### src/rtl/mult_pkg.sv
// mult_pkg
// Shared definitions for the sequential multiplier:
//   - state_t : binary-encoded controller states (S_IDLE, S_ITER, S_DONE);
//               the fourth code is unused and decodes back to S_IDLE
//   - MODE_SHIFT_ADD / MODE_REPEAT_ADD : algorithm selector values
//   - W_MIN / W_MAX : supported operand width range
package mult_pkg;

    typedef enum logic [1:0] {
        S_IDLE = 2'b00,
        S_ITER = 2'b01,
        S_DONE = 2'b10
    } state_t;

    localparam int MODE_SHIFT_ADD  = 0;
    localparam int MODE_REPEAT_ADD = 1;

    localparam int W_MIN = 2;
    localparam int W_MAX = 32;

endpackage

### src/rtl/mult_datapath.sv
// mult_datapath
// Operand/accumulator registers for the sequential multiplier.
//   clk      : system clock, rising edge
//   rst      : asynchronous active-low reset, clears every register
//   ld       : capture a (zero-extended) into A, b into B, clear P
//   step     : perform one iteration of the selected algorithm
//   ld_prod  : copy the accumulator P into the product register
//   a, b     : W-bit operands
//   eqz      : B register is zero (derived from the register, not the input)
//   product  : 2W-bit result register, held between completions
module mult_datapath
    import mult_pkg::*;
#(
    parameter int W    = 8,
    parameter int MODE = MODE_SHIFT_ADD
) (
    input  logic           clk,
    input  logic           rst,
    input  logic           ld,
    input  logic           step,
    input  logic           ld_prod,
    input  logic [W-1:0]   a,
    input  logic [W-1:0]   b,
    output logic           eqz,
    output logic [2*W-1:0] product
);

    logic [2*W-1:0] a_reg;
    logic [W-1:0]   b_reg;
    logic [2*W-1:0] p_reg;
    logic [2*W-1:0] prod_reg;

    logic [2*W-1:0] a_next;
    logic [W-1:0]   b_next;
    logic [2*W-1:0] p_next;
    logic [2*W-1:0] sum;

    // Single adder shared by both algorithms; no carry out is needed since
    // the final product always fits in 2W bits.
    assign sum = p_reg + a_reg;

    generate
        if (MODE == MODE_SHIFT_ADD) begin : g_shift_add
            // Add A only when the current multiplier LSB is set, then move
            // to the next bit position. A cannot lose set bits because B is
            // exhausted after at most W-1 shifts.
            assign p_next = b_reg[0] ? sum : p_reg;
            assign a_next = {a_reg[2*W-2:0], 1'b0};
            assign b_next = {1'b0, b_reg[W-1:1]};
        end else begin : g_repeat_add
            assign p_next = sum;
            assign a_next = a_reg;
            assign b_next = b_reg - W'(1);
        end
    endgenerate

    always_ff @(posedge clk or negedge rst) begin
        if (!rst) begin
            a_reg    <= '0;
            b_reg    <= '0;
            p_reg    <= '0;
            prod_reg <= '0;
        end else begin
            if (ld) begin
                a_reg <= {{W{1'b0}}, a};
                b_reg <= b;
                p_reg <= '0;
            end else if (step) begin
                a_reg <= a_next;
                b_reg <= b_next;
                p_reg <= p_next;
            end
            if (ld_prod) begin
                prod_reg <= p_reg;
            end
        end
    end

    assign eqz     = (b_reg == '0);
    assign product = prod_reg;

endmodule

### src/rtl/seq_mult_unit.sv
// seq_mult_unit
// Sequential unsigned multiplier: controller FSM plus mult_datapath.
//   clk      : system clock, rising edge
//   rst      : asynchronous active-low reset
//   start    : operation request, honoured only in IDLE or DONE
//   a, b     : W-bit operands, captured on the accepting edge
//   abort    : cancels an operation in progress (ITER only)
//   busy     : high while iterating
//   done     : one-cycle pulse when product has just been updated
//   product  : 2W-bit last completed result
// MODE selects shift-add (0) or repeated addition (1).
module seq_mult_unit
    import mult_pkg::*;
#(
    parameter int W    = 8,
    parameter int MODE = MODE_SHIFT_ADD
) (
    input  logic           clk,
    input  logic           rst,
    input  logic           start,
    input  logic [W-1:0]   a,
    input  logic [W-1:0]   b,
    input  logic           abort,
    output logic           busy,
    output logic           done,
    output logic [2*W-1:0] product
);

    state_t state_reg;
    state_t state_next;

    logic ld;
    logic step;
    logic ld_prod;
    logic eqz;

    always_ff @(posedge clk or negedge rst) begin
        if (!rst) begin
            state_reg <= S_IDLE;
        end else begin
            state_reg <= state_next;
        end
    end

    always_comb begin
        state_next = state_reg;
        ld         = 1'b0;
        step       = 1'b0;
        ld_prod    = 1'b0;
        case (state_reg)
            S_IDLE: begin
                if (start) begin
                    ld         = 1'b1;
                    state_next = S_ITER;
                end
            end
            S_ITER: begin
                // abort wins over completion; start is ignored here
                if (abort) begin
                    state_next = S_IDLE;
                end else if (eqz) begin
                    ld_prod    = 1'b1;
                    state_next = S_DONE;
                end else begin
                    step = 1'b1;
                end
            end
            S_DONE: begin
                // A start in the done cycle chains straight into the next
                // operation without passing through IDLE.
                if (start) begin
                    ld         = 1'b1;
                    state_next = S_ITER;
                end else begin
                    state_next = S_IDLE;
                end
            end
            default: begin
                state_next = S_IDLE;
            end
        endcase
    end

    // Status outputs are pure state decodes, so no input reaches an output
    // combinationally.
    assign busy = (state_reg == S_ITER);
    assign done = (state_reg == S_DONE);

    mult_datapath #(
        .W    (W),
        .MODE (MODE)
    ) u_datapath (
        .clk     (clk),
        .rst     (rst),
        .ld      (ld),
        .step    (step),
        .ld_prod (ld_prod),
        .a       (a),
        .b       (b),
        .eqz     (eqz),
        .product (product)
    );

endmodule

### config.mk
export PLATFORM = sky130hd
export DESIGN_NAME = seq_mult_unit
export DESIGN_NICKNAME = d
export VERILOG_FILES = /design/src/rtl/mult_pkg.sv /design/src/rtl/mult_datapath.sv /design/src/rtl/seq_mult_unit.sv
export SDC_FILE = /design/constraint.sdc
export NUM_CORES = 1
export LEC_CHECK = 0
export ABC_CLOCK_PERIOD_IN_PS = 3200
export CORE_MARGIN = 1
export CORE_UTILIZATION = 63
export DETAILED_ROUTE_END_ITERATION = 8
export DONT_BUFFER_PORTS = 1
export PLACE_DENSITY = 0.91
export SLEW_MARGIN = 20
export SYNTH_ARGS = -nofsm -noshare
export SYNTH_HDL_FRONTEND = slang
export SYNTH_SLANG_ARGS = --single-unit
### constraint.sdc
create_clock -name clk -period 3.2 [get_ports clk]
set_input_delay 0.32 -clock clk [delete_from_list [all_inputs] [get_ports clk]]
set_output_delay 0.32 -clock clk [all_outputs]
set_load 0.01 [all_outputs]
# == After elaboration in Yosys (flattened, before gate mapping) ==
# Index checks and enable logic that the tools add are counted.
# totals
regBits,58
inputBits,20
out_inout_bits,18
# classes
add_sub_neg,1
eq_ne,4
n_mux,20
reduce_logical,7
# op_table
cell,n
$mux W16,5
$add A16 B16 Y16,1
$mux W8,2
$mux W1,9
$logic_not A8 Y1,1
$mux W2,3
$pmux W2 S3,1
$reduce_and A2 Y1,2
$reduce_bool A2 Y1,2
$ne A3 B2 Y1 const B,1
$eq A2 B1 Y1 const B,1
$eq A2 B2 Y1 const B,1
$logic_not A2 Y1,1
$ne A2 B2 Y1 const B,1
$reduce_or A2 Y1,1

# == Longest topological paths before layout ==
# logic_depth
ltp_word,6
ltp_mapped,9

# == By module ==
# Synthesis repeated with hierarchy kept, for this count alone.
# hier_totals
hier_cells,294
hier_area_um2,3062.9
# modules_own_cells
module,instances,cells_per_inst,area_per_inst_um2,seq_area_each_um2
mult_datapath,1,284,2946.6,1401.3
seq_mult_unit,1,10,116.4,50.0

# == Least setup slack after synthesis ==
# Ideal clock, no wire load.
# synth_timing
kind,flip-flop to flip-flop
from,register u_datapath.p_reg[0]
to,register u_datapath.p_reg[14]
setup_ns,0.069
t_arrival_ns,2.206
slack_ns,0.925
path_stages_with_launch,10
path_cell_list,dfrtp_1 -> ha_1 -> inv_1 -> fa_1 -> nor2b_4 -> o31a_1 -> o31a_1 -> o221a_1 -> or4_1 -> nand3_1
# synth_between
elab_chain_cells,4
# synth_rtl
item,line_no,source
start: declaration,mult_datapath.sv:30,logic [2*W-1:0] p_reg;
start signal: assignment,mult_datapath.sv:71,p_reg <= p_next;
$add A16 B16 Y16,mult_datapath.sv:40,assign sum = p_reg + a_reg;
$mux W16,mult_datapath.sv:47,assign p_next = b_reg[0] ? sum : p_reg;
$mux W16,mult_datapath.sv:68,end else if (step) begin
$mux W16,mult_datapath.sv:64,if (ld) begin
# Every way passes these cells. The select of a mux whose other input is x is not followed.
# A chain may end at the register's enable or synchronous reset.

# == Final worst setup path ==
# Ends and elaborated chain as after synthesis.

==> key figures <==
Status
  – Status: finished, final reports clean

Critical path
  – CP endpoint kind: flip-flop
  – Register-to-Register Path Depth: 9
  – Worst Path Class, Setup: flip-flop to flip-flop
  – Slack of the worst reg-to-reg path: 710 ps
  – Capture point of the worst reg-to-reg path: u_datapath.p_reg[14]$_DFFE_PN0P_
  – CP required: 3470 ps
  – Type of origin of the critical path: flip-flop
  – Start of the worst register-to-register path: u_datapath.p_reg[0]$_DFFE_PN0P_
  – Worst-path fanout max: 3
  – Critical path data arrival time: 2760 ps

Timing
  – Count of final max-slew check failures: 0
  – Max transition margin: 0.395
  – Worst setup margin: 713 ps
  – Crit share post-route: 0.777
  – Pin slew with the least headroom to its limit: 905 ps
  – Hold violation count in the final report: 0
  – Post-route clock skew: 6.09 ps
  – Final setup violation count: 0
  – Highest Clock Rate: 0.402 GHz
  – Shortest period the worst path allows: 2490 ps
  – Setup TNS Final: 0 ps
  – Unrepaired setup endpoints after global routing: false

Clocking
  – Source-to-sink clock delay at the later pin of the worst-skew pair: 340 ps
  – CTS tree: done
  – Clock root buffer master: sky130_fd_sc_hd__clkbuf_8
  – Number of buffers created by CTS: 9
  – Hold buffers post-CTS: 2
  – CTS sink cnt: 58
  – Buffers inserted during post-CTS setup optimization: 0
  – Max Buffers Root-to-Sink: 2
  – PostCTS Resize Cnt: 0
  – H-tree depth: 3
  – Clock-pin transition on the worst setup and hold timing paths: 60 ps

Hold path
  – End point of the most critical hold path: u_datapath.a_reg[0]$_DFFE_PN0P_
  – Cell depth of the worst min-delay path: 2
  – Source of the worst hold timing path: a[0]
  – Path type of the worst min-delay path: primary input to flip-flop

Layout
  – Net count reported at finish: 351
  – Share of cells above drive strength 1: 0.134
  – Antenna Cells: 0
  – Growth of design area from synthesis to finish: 8.98%

Die
  – Die Footprint: 5190 sq um
  – Number of ports placed on the die boundary: 38
  – Starting utilization of the core area: 0.655
  – Total number of placement rows: 25
  – Die span in x: 72.1 um
  – Die outline height: 72.1 um
  – Core area: 4720 sq um

GRT
  – Global-route wire length before repair: 11000 um
  – Vias in the first global route: 2331
  – Antenna violations before repair: 0
  – Tot GR Track Use: 0.280
  – Pin count of the biggest net entering global routing: 59
  – Final global-route overflow total: 0

Route
  – Via total after detailed routing: 2394
  – Post-detailed-routing wire length: 6540 um
  – ANT nets after route: 0
  – Wire length per cell: 16.9 um
  – First drt pass iteration count: 4
  – Drt first-iter violations: 170
  – Post-route DRC: 0
  – Detail-routed via count per cell: 6.19

Placement
  – Count of port buffers added during placement: 0
  – Final GP Congestion: 0.921
  – Setup slack after placement: 765 ps
  – DP HPWL: 4450 um

Synth
  – Flops & latches, synth: 58
  – Post-synthesis sequential area ratio: 0.469
  – Number of distinct library cell variants in the gate-level netlist after synthesis: 52
  – Async set-or-reset flop fraction in the synthesized netlist: 1.00
  – Post-synth EDFFs: 0
  – Yosys warning count: 0
  – Cells after Synth: 312
  – Synthesized net count: 348
  – Average cell area after synthesis: 9.91 sq um
  – Most common flop cell mapped by yosys: sky130_fd_sc_hd__dfrtp_1
  – Post-synthesis instance area: 3090 sq um

Power
  – Peak supply drop: 515 uV
  – Pwr Density: 709 nW/um^2
  – Lkg Pwr: 0.00164 uW

Run
  – Reported max-cap violation count: 0
-- report_power, final --
| group | switching [uW] | internal [uW] | total, uW |
|---|---|---|---|
| clock | 275 | 342 | 618 |
| sequential | 150 | 891 | 1040 |
| combinational | 424 | 307 | 730 |
-- cell usage after synthesis, types with 7 or more instances --
library cell | n | area share
sky130_fd_sc_hd__o21ai_0 | 20 | 0.032
sky130_fd_sc_hd__a22oi_1 | 14 | 0.034
sky130_fd_sc_hd__clkbuf_1 | 11 | 0.013
sky130_fd_sc_hd__dfrtp_1 | 58 | 0.47
sky130_fd_sc_hd__mux2_2 | 15 | 0.055
sky130_fd_sc_hd__ha_1 | 15 | 0.061
sky130_fd_sc_hd__nand3_1 | 21 | 0.034
sky130_fd_sc_hd__nand2_1 | 46 | 0.056
sky130_fd_sc_hd__mux2i_1 | 7 | 0.023
sky130_fd_sc_hd__nor2_1 | 20 | 0.024
sky130_fd_sc_hd__a21oi_1 | 7 | 0.011
-- area by class of cell --
cell class	instances	area, sq um
fillers	360	1350
multi-input cells	232	1550
inverters	6	22.5
clock buffers	14	173
well taps	67	83.8
flip-flops and latches	58	1450
clock inverters	2	10.0
repair buffers	8	82.6
-- stage by stage --
stage / power (uW) / util / cells / hold WS, ps / cell area [sq um]
after detailed placement: 1750 / 0.667 / 369 / 25.6 / 3150
after CTS: 2400 / 0.713 / 387 / 89.1 / 3370
after floorplan: 1590 / - / 312 / 24.4 / 3090
final: 2390 / 0.713 / 387 / 101 / 3370
after global routing: 2540 / 0.713 / 387 / 99.7 / 3370
after global placement: 1710 / 0.667 / 369 / 25.7 / 3150
-- layer usage --
layer,part of all wire,up-vias,routed length (um),GRT usage
li1,-,1133,-,-
met1,0.45,1195,2930,0.361
met2,0.50,55,3250,0.452
met3,0.041,11,266,0.0750
met4,0.014,0,92,0.115
met5,0,-,0,0
-- kinds of logic (layout without fill, tap and decap cells) --
logic type	after synthesis	in the layout	share of synthesized area
buf+inv	22	30	0.0303
fa+ha+maj	16	16	0.0672
flops	58	58	0.469
simple gates	117	117	0.181
xor+xnor	8	8	0.0227
compound gates	69	69	0.152
mux	22	22	0.0773
-- worst max-delay path by stage --
stage / endpoint / cells past startpoint / startpoint / slack, ps
finish: u_datapath.p_reg[14]$_DFFE_PN0P_ / 9 / u_datapath.p_reg[0]$_DFFE_PN0P_ / 710
global route: u_datapath.p_reg[15]$_DFFE_PN0P_ / 7 / u_datapath.p_reg[6]$_DFFE_PN0P_ / 600
CTS: u_datapath.p_reg[14]$_DFFE_PN0P_ / 9 / u_datapath.p_reg[0]$_DFFE_PN0P_ / 730
detailed placement: u_datapath.p_reg[14]$_DFFE_PN0P_ / 9 / u_datapath.p_reg[0]$_DFFE_PN0P_ / 770
global placement: u_datapath.p_reg[14]$_DFFE_PN0P_ / 9 / u_datapath.p_reg[0]$_DFFE_PN0P_ / 850
floorplan: u_datapath.p_reg[14]$_DFFE_PN0P_ / 9 / u_datapath.p_reg[0]$_DFFE_PN0P_ / 930
-- placed cells by master, fill, tap and decap left out, types with 3 or more instances in the layout --
cell                       synthesis  routed
sky130_fd_sc_hd__buf_4             0       6
sky130_fd_sc_hd__mux2i_1           7       7
sky130_fd_sc_hd__o21ai_0          20      20
sky130_fd_sc_hd__ha_1             15      15
sky130_fd_sc_hd__nand2_1          46      46
sky130_fd_sc_hd__dfrtp_1          58      58
sky130_fd_sc_hd__nor2b_1           3       3
sky130_fd_sc_hd__nor2_1           20      20
sky130_fd_sc_hd__a21o_1            4       4
sky130_fd_sc_hd__a21oi_1           7       7
sky130_fd_sc_hd__inv_1             6       6
sky130_fd_sc_hd__mux2_2           15      15
sky130_fd_sc_hd__clkbuf_8          0      12
sky130_fd_sc_hd__xnor2_1           6       6
sky130_fd_sc_hd__nor3_1            5       5
sky130_fd_sc_hd__nand2b_1          3       3
sky130_fd_sc_hd__a31oi_1           3       3
sky130_fd_sc_hd__nand3_1          21      21
sky130_fd_sc_hd__a22oi_1          14      14
-- critical path, stage by stage (launching register included) --
cell                      delay [ps]
sky130_fd_sc_hd__dfrtp_1         400
sky130_fd_sc_hd__ha_1            250
sky130_fd_sc_hd__inv_1            80
sky130_fd_sc_hd__fa_1            250
sky130_fd_sc_hd__nor2b_4          50
sky130_fd_sc_hd__o31a_1          280
sky130_fd_sc_hd__o31a_1          280
sky130_fd_sc_hd__o221a_1         270
sky130_fd_sc_hd__or4_1           480
sky130_fd_sc_hd__nand3_1          90
(Power assumes the default switching activity.)
